## src/rtl/uart_tx_sched.sv

```systemverilog
// rtl/uart_tx_sched.sv - round-robin scheduler sharing one UART transmitter
//
// Purpose:
//   Picks one of N_REQ = 2**GID_W byte producers in round-robin order and
//   hands its byte to the UART TX datapath with a start/busy handshake. It
//   then waits for the frame to end and holds off for gap_bits baud ticks
//   before the next request is arbitrated.
//
// Ports:
//   clk_fast   in   system clock, rising edge
//   rst_n      in   synchronous active-low reset
//   req        in   [N_REQ]        per-requester request level
//   req_data   in   [N_REQ*DATA_W] requester i byte at [i*DATA_W +: DATA_W]
//   ack        out  [N_REQ]        one-cycle accept pulse for the granted requester
//   baud_tick  in   one pulse per bit period from the clock divider
//   gap_bits   in   [GAP_W]        idle baud ticks after each frame
//   tx_data    out  [DATA_W]       byte presented to the transmitter
//   tx_start   out  one-cycle launch pulse, coincident with ack
//   tx_busy    in   transmitter frame in progress
//   grant_id   out  [GID_W]        index of the last granted requester
//   active     out  high in every state except IDLE

module uart_tx_sched #(
    parameter int GID_W  = 2,
    parameter int DATA_W = 8,
    parameter int GAP_W  = 4
) (
    input  logic                          clk_fast,
    input  logic                          rst_n,
    input  logic [(1<<GID_W)-1:0]         req,
    input  logic [(1<<GID_W)*DATA_W-1:0]  req_data,
    output logic [(1<<GID_W)-1:0]         ack,
    input  logic                          baud_tick,
    input  logic [GAP_W-1:0]              gap_bits,
    output logic [DATA_W-1:0]             tx_data,
    output logic                          tx_start,
    input  logic                          tx_busy,
    output logic [GID_W-1:0]              grant_id,
    output logic                          active
);

    localparam int N_REQ = 1 << GID_W;

    typedef enum logic [2:0] {
        S_IDLE,
        S_LAUNCH,
        S_WAIT_BUSY,
        S_TX,
        S_GAP
    } state_t;

    state_t              state_q, state_d;
    logic [GID_W-1:0]    ptr_q, ptr_d;
    logic [GID_W-1:0]    grant_id_q, grant_id_d;
    logic [DATA_W-1:0]   tx_data_q, tx_data_d;
    logic [N_REQ-1:0]    ack_q, ack_d;
    logic                tx_start_q, tx_start_d;
    logic                active_q, active_d;
    logic [GAP_W-1:0]    cnt_q, cnt_d;

    // Round-robin search result
    logic                found;
    logic [GID_W-1:0]    win;
    logic [GID_W-1:0]    idx;

    // Scan from ptr+1 upward with wrap; the last candidate (k = N_REQ)
    // truncates to ptr itself, so the previous winner has lowest priority.
    always_comb begin
        found = 1'b0;
        win   = ptr_q;
        idx   = ptr_q;
        for (int k = 1; k <= N_REQ; k++) begin
            idx = ptr_q + GID_W'(k);
            if (!found && req[idx]) begin
                found = 1'b1;
                win   = idx;
            end
        end
    end

    always_comb begin
        state_d    = state_q;
        ptr_d      = ptr_q;
        grant_id_d = grant_id_q;
        tx_data_d  = tx_data_q;
        cnt_d      = cnt_q;
        ack_d      = '0;
        tx_start_d = 1'b0;

        case (state_q)
            S_IDLE: begin
                if (found) begin
                    // ack/tx_start are registered here so they are high
                    // during the single LAUNCH cycle.
                    tx_data_d  = req_data[int'(win)*DATA_W +: DATA_W];
                    grant_id_d = win;
                    ptr_d      = win;
                    ack_d[win] = 1'b1;
                    tx_start_d = 1'b1;
                    state_d    = S_LAUNCH;
                end
            end
            S_LAUNCH: begin
                state_d = S_WAIT_BUSY;
            end
            S_WAIT_BUSY: begin
                if (tx_busy) begin
                    state_d = S_TX;
                end
            end
            S_TX: begin
                if (!tx_busy) begin
                    if (gap_bits == '0) begin
                        state_d = S_IDLE;
                    end else begin
                        // Gap length is latched once; later gap_bits changes
                        // do not disturb a gap already in progress.
                        cnt_d   = gap_bits;
                        state_d = S_GAP;
                    end
                end
            end
            S_GAP: begin
                if (baud_tick) begin
                    cnt_d = cnt_q - GAP_W'(1);
                    if (cnt_q == GAP_W'(1)) begin
                        state_d = S_IDLE;
                    end
                end
            end
            default: begin
                state_d = S_IDLE;
            end
        endcase

        active_d = (state_d != S_IDLE);
    end

    always_ff @(posedge clk_fast) begin
        if (!rst_n) begin
            state_q    <= S_IDLE;
            ptr_q      <= '1;
            grant_id_q <= '1;
            tx_data_q  <= '0;
            ack_q      <= '0;
            tx_start_q <= 1'b0;
            active_q   <= 1'b0;
            cnt_q      <= '0;
        end else begin
            state_q    <= state_d;
            ptr_q      <= ptr_d;
            grant_id_q <= grant_id_d;
            tx_data_q  <= tx_data_d;
            ack_q      <= ack_d;
            tx_start_q <= tx_start_d;
            active_q   <= active_d;
            cnt_q      <= cnt_d;
        end
    end

    assign ack      = ack_q;
    assign tx_data  = tx_data_q;
    assign tx_start = tx_start_q;
    assign grant_id = grant_id_q;
    assign active   = active_q;

endmodule

```

## config.mk

```make
export PLATFORM = sky130hd
export DESIGN_NAME = uart_tx_sched
export DESIGN_NICKNAME = d
export VERILOG_FILES = /design/src/rtl/uart_tx_sched.sv
export SDC_FILE = /design/constraint.sdc
export NUM_CORES = 1
export LEC_CHECK = 0
export ABC_AREA = 1
export CAP_MARGIN = 10
export CORE_ASPECT_RATIO = 1.2
export CORE_MARGIN = 2
export CORE_UTILIZATION = 44
export CTS_BUF_LIST = sky130_fd_sc_hd__clkbuf_16
export DETAILED_ROUTE_END_ITERATION = 16
export GPL_TIMING_DRIVEN = 0
export PLACE_DENSITY = 0.8
export SYNTH_ARGS = -nofsm -noshare
export SYNTH_HDL_FRONTEND = slang
export SYNTH_SLANG_ARGS = --single-unit
```

## constraint.sdc

```tcl
create_clock -name clk_fast -period 2 [get_ports clk_fast]
set_input_delay 0.5 -clock clk_fast [delete_from_list [all_inputs] [get_ports clk_fast]]
set_output_delay 0.5 -clock clk_fast [all_outputs]
set_load 0.005 [all_outputs]
```

==> impl_metrics.ini, run 1 <==
[critical_path]
path_max_fanout = 8
crit_path_max_incr_delay_ps = 330
path_buf_inv = 3
r2r_setup_slack_ps = 160
path_cells = inv_2 > nand2_1 > nand2_2 > nand2_2 > nand2_2 > nand2_4 > nand2_2 > nand2_1 > nand2_1 > nand2_2 > buf_6 > nand3_1 > nand3_1 > nand2_1 > inv_1
r2r_end = tx_data[7]$_SDFFE_PN0P_
startpoint_type = register
crit_top_cell = nand2_2
reg2regPathDepth = 15
cp.arrival_ps = 2000
r2r-start = grant_id[0]$_SDFFE_PN1P_
crit_type = register to register
crit_family = simple AND/OR/NAND/NOR gates
critPathRequiredTime_ps = 2160
endpoint_kind = register
worst_path_max_delay_cell = dfxtp_1

[logic_synthesis]
yosysUniqueCellTypes = 25
netlist_top_cells_area = dfxtp_1 29%, nand3_1 19%, nand2_1 13%
yosys_warnings = 0
synth_area_per_cell_um2 = 6.13
synth_cells = 263
ys_ff_latch = 23
ys_seq_area_frac = 0.285
synthesis.nets = 309
ys_dominant_reg_cell = dfxtp_1
post_synth_instance_area_um2 = 1610
synth_edf_count = 0
synth_top_area_frac = 0.285
yosys.area.top_type = dfxtp_1
async_flop_share = 0

[die]
core_area_um2 = 3570
ios = 60
die-area_um2 = 4170
chipWidth_um = 59.3
start_util = 0.451
die_h_um = 70.3
placementRows = 24

[timing]
finalHoldViolCount = 0
max_slew.worst_pin.slew_ps = 446
clock_skew_ps = 1.73
grt_setup_unrepaired = false
fin_hold_ws_ps = 511
fmax_mhz = 544
drv_slew = 0
period_needed_ps = 1840
finalSetupViolations = 0
maxSlewHeadroom = 0.703
worst_slack_ps = 160
fin_crit_sh = 0.920

[cells_and_area]
final_cell_mix = 55 x nand2_1, 54 x nand3_1, 54 x clkdlybuf4s50_1, 37 x inv_1, 30 x nor2_1
fin_nets = 378
layout.cells.non_filler = 370
area_growth_pct = 53.6
utilization = 0.693
drive_gt1_frac = 0.139
final_common_cell = nand2_1
fillers = 302
antenna_cells = 0

[cts]
cts-buffers-inserted = 3
ctsHoldBuffers = 0
max-clock-path-buffers = 2
cts-root-buf = clkbuf_16
worstSkewPairLatency_ps = 250
cts_sinks = 23
path_clk_slew_ps = 60
cts_tree = done
h-tree-depth = 1

[detailed_routing]
drc_errors = 0
drt_pass1_iterations = 7
vias = 1888
ant_nets = 0
avgViaCountPerCell = 5.10
routed_wl_mm = 4.47
wl_per_cell_um = 12.1
first_iter_violations = 110

[global_routing]
grt_pass1_vias = 1695
grt_pass1_wl_mm = 7.18
grt_overflow = 0
grt_max_degree = 13
grt.total_usage = 0.213
antenna_found_initial = 0

[hold_path]
min_path_cells = 2
whs_endpoint = cnt_q[2]$_SDFFE_PN0P_
hold_path.class = register to register
hold_start = cnt_q[2]$_SDFFE_PN0P_

[placed_design]
pre_cts_ws_ps = -261
hpwl_mm = 3.23
portBuffers = 58
gp_congestion = 0.904
dp_cells = 360

[power]
power_density_nw_per_um2 = 1550
p_leak_nw = 1.25
peakVddDrop_uv = 837

[status]
status = finished, final reports clean

[run]
cap_violations = 0
## metrics by stage
stage               total power (W)  cell area (um^2)  setup TNS [ps]
detailed placement          0.00300              2240           -2450
floorplan                   0.00232              1610               0
finish                      0.00383              2480               0
global route                0.00420              2480               0
CTS                         0.00342              2320               0
global placement            0.00296              2240           -2160
## synth_stat cells, types with 2 or more instances
| master | number |
|---|---|
| nand3_1 | 60 |
| nand2_1 | 58 |
| inv_1 | 36 |
| nor2_1 | 30 |
| dfxtp_1 | 23 |
| o21ai_0 | 11 |
| a21oi_1 | 8 |
| nand2_2 | 8 |
| buf_6 | 4 |
| inv_2 | 4 |
| nand2_4 | 4 |
| buf_4 | 2 |
| clkbuf_1 | 2 |
| ha_1 | 2 |
## layer usage
metal  GRT usage  vias up  share of wire
met1       0.281      850           0.45
met4      0.0530        0          0.012
li1            -      971              -
met3      0.0185        6          0.049
met2       0.365       61           0.49
met5           0        -              0
## power breakdown
group	internal (W)	switching (W)
registers	0.000614	0.0000916
clock network	0.000267	0.000156
logic	0.00118	0.00153
total	0.00206	0.00177
## area by class of cell
cell class / instances / area, um^2 / share of cell area
clock inverter: 1 / 3.75 / 0.00152
buffer: 9 / 86.3 / 0.0348
clock buffer: 3 / 75.1 / 0.0303
sequential: 23 / 460 / 0.186
timing repair buffer: 64 / 643 / 0.260
inverter: 41 / 161 / 0.0652
multi-input combinational: 190 / 998 / 0.403
tap: 39 / 48.8 / 0.0197
## registers in the layout (all words and copies together) (netlist names)
signal and flops:
tx_start 1, active 1, tx_data 8, state_q 3
grant_id 2, ack 4, cnt_q 4
## tightest hold or removal path, cell delays in order (launching register included)
cell	delay, ps
dfxtp_1	310
inv_1	90
a21oi_1	70
## cell families after synthesis
family | count (synthesis) | synth area share
AO/OA/AOI/OAI | 23 | 0.0768
flip-flops | 23 | 0.285
AND/OR/NAND/NOR | 164 | 0.475
buffers and inverters | 50 | 0.142
adder cells (fa/ha/maj) | 2 | 0.0155
XOR/XNOR | 1 | 0.00543
## how the worst max path moves through the flow
stage / cells after the start / endpoint / from
2_1_floorplan: 15 / tx_data[1]$_SDFFE_PN0P_ / grant_id[0]$_SDFFE_PN1P_
6_report: 15 / tx_data[7]$_SDFFE_PN0P_ / grant_id[0]$_SDFFE_PN1P_
4_1_cts: 11 / tx_data[5]$_SDFFE_PN0P_ / req[2]
3_3_place_gp: 11 / tx_data[5]$_SDFFE_PN0P_ / req[2]
5_1_grt: 15 / tx_data[1]$_SDFFE_PN0P_ / grant_id[1]$_SDFFE_PN1P_
3_5_place_dp: 11 / tx_data[5]$_SDFFE_PN0P_ / req[2]
## timing repair
item,in CTS,in global routing
resized for setup,0,30
buffers inserted,0,4
endpoints found under the hold margin,0,0
endpoints found under the setup margin,0,11
(Power assumes the default switching activity.)
==> run 2: changes to the inputs <==
GPL_TIMING_DRIVEN = not set   (was 0)
==> run 2 against run 1 <==
  * Largest cell class unchanged
  * Sequential share of layout area shrank 0.19 points
  * Clock power is essentially flat
  * Highest routed layer unchanged
  * Global-route usage grew 0.053 points
==> impl_metrics.ini, run 2 (synthesized netlist as in run 1, its figures left out) <==
[critical_path]
r2r_setup_slack_ps = 90
r2r_end = tx_data[7]$_SDFFE_PN0P_
r2r-start = grant_id[0]$_SDFFE_PN1P_
critPathRequiredTime_ps = 2200
cp.arrival_ps = 2190
cp-startpoint = req[1]
crit_type = input pin to register
reg2regPathDepth = 14
endpoint_kind = register
startpoint_type = input pin
path_max_fanout = 8
crit_end = tx_data[7]$_SDFFE_PN0P_

[cells_and_area]
largest_register_ffs = 8
drive_gt1_frac = 0.152
final_common_cell = clkdlybuf4s50_1
fillers = 302
fin_nets = 377
area_growth_pct = 56.0
final_cell_area_um2 = 2520
antenna_cells = 0
final_cell_mix = 57 x clkdlybuf4s50_1, 54 x nand3_1, 53 x nand2_1, 36 x inv_1, 30 x nor2_1

[detailed_routing]
routed_wl_mm = 4.87
wl_per_cell_um = 13.2
avgViaCountPerCell = 5.22
drt_pass1_iterations = 4
ant_nets = 0
drc_errors = 0
vias = 1927
first_iter_violations = 171

[cts]
h-tree-depth = 1
path_clk_slew_ps = 60
cts-buffers-inserted = 3
worstSkewPairLatency_ps = 250
cts-root-buf = clkbuf_16
max-clock-path-buffers = 2
cts_sinks = 23
cts_tree = done

[power]
power_density_nw_per_um2 = 1590
power_w = 0.00400
p_leak_nw = 1.24
peakVddDrop_uv = 894

[placed_design]
dpl_cell_area_um2 = 2240
gp_congestion = 0.907
hpwl_mm = 3.22
portBuffers = 59

[global_routing]
grt_pass1_vias = 1679
grt.total_usage = 0.214
grt_max_degree = 18
grt_pass1_wl_mm = 7.12
grt_overflow = 0
antenna_found_initial = 0

[timing]
max_slew.worst_pin.slew_ps = 366
maxSlewHeadroom = 0.753
fmax_mhz = 504
clock_skew_ps = 2.40
fin_crit_sh = 0.993
finalSetupViolations = 0
grt_setup_unrepaired = true
period_needed_ps = 1990
fin_setup_tns_ps = 0
finalHoldViolCount = 0
drv_slew = 0

[die]
ios = 60
start_util = 0.451
die-area_um2 = 4170
chipWidth_um = 59.3
die_h_um = 70.3
placementRows = 24
core_area_um2 = 3570

[hold_path]
hold_path.class = register to register

[run]
cap_violations = 0

[status]
status = finished, final reports clean
## run 2: cell types whose count changed in the layout (fill, tap and decap cells not counted), moves of 2 or more
cell             before  now
clkbuf_1              2    0
buf_4                 5    7
inv_4                 3    1
dfxtp_2               0    2
buf_6                 7    0
nand2_4               1    6
clkdlybuf4s50_1      54   57
dlymetal6s2s_1        4    2
dfxtp_1              23   21
nand2_1              55   53
## run 2: stage by stage
step / cells / hold slack (ps) / setup slack, ps / utilization
final: 369 / 517 / 14.6 / 0.704
after global placement: 359 / 498 / -173 / 0.628
after global routing: 369 / 568 / -76.0 / 0.704
after floorplan: 263 / 465 / 432 / -
after detailed placement: 359 / 513 / -212 / 0.628
after CTS: 363 / 524 / 31.2 / 0.651
## run 2: area by class of cell
cell class / instances / area, um^2 / share of cell area
timing repair buffer: 68 / 693 / 0.275
clock inverter: 1 / 5.00 / 0.00199
clock buffer: 3 / 75.1 / 0.0298
sequential: 23 / 463 / 0.184
multi-input combinational: 194 / 1070 / 0.424
tap: 39 / 48.8 / 0.0194
inverter: 41 / 164 / 0.0651
## run 2: report_power, final
part	switching, W	internal, W	total [W]
logic	0.00165	0.00121	0.00285
registers	0.000103	0.000618	0.000720
clock network	0.000157	0.000268	0.000425
total	0.00190	0.00209	0.00400
## run 2: metal layers
metal	global-route usage	vias up	wire, um
met5	0	-	0
met4	0.0631	0	116
met3	0.0241	8	218
met2	0.352	64	2490
met1	0.288	874	2050
li1	-	981	-
## run 2: worst min path at each step
| stage | from | to | slack, ps | cells past startpoint |
|---|---|---|---|---|
| after CTS | cnt_q[2]$_SDFFE_PN0P_ | cnt_q[2]$_SDFFE_PN0P_ | 520 | 2 |
| after detailed placement | cnt_q[2]$_SDFFE_PN0P_ | cnt_q[2]$_SDFFE_PN0P_ | 510 | 2 |
| after global placement | cnt_q[2]$_SDFFE_PN0P_ | cnt_q[2]$_SDFFE_PN0P_ | 500 | 2 |
| after floorplan | cnt_q[2]$_SDFFE_PN0P_ | cnt_q[2]$_SDFFE_PN0P_ | 470 | 2 |
| final | cnt_q[2]$_SDFFE_PN0P_ | cnt_q[2]$_SDFFE_PN0P_ | 520 | 2 |
| after global routing | cnt_q[2]$_SDFFE_PN0P_ | cnt_q[2]$_SDFFE_PN0P_ | 570 | 2 |
## run 2: critical path, stage by stage
cell and delay (ps):
clkdlybuf4s50_1 480, nand2_1 70, nand2_2 130, nand2_2 80
nand2_4 110, nand2_8 90, nand3_4 120, clkbuf_16 160
nand3_1 100, nand2_1 100, nand2_1 70, nand3_2 60
nand2_1 60, inv_1 50
## run 2: what timing repair did
item / CTS / global route
hold buffers: 0 / 0
hold endpoints to repair: 0 / 0
buffers inserted: 0 / 1
setup endpoints to repair: 0 / 12
gates resized for setup: 0 / 29
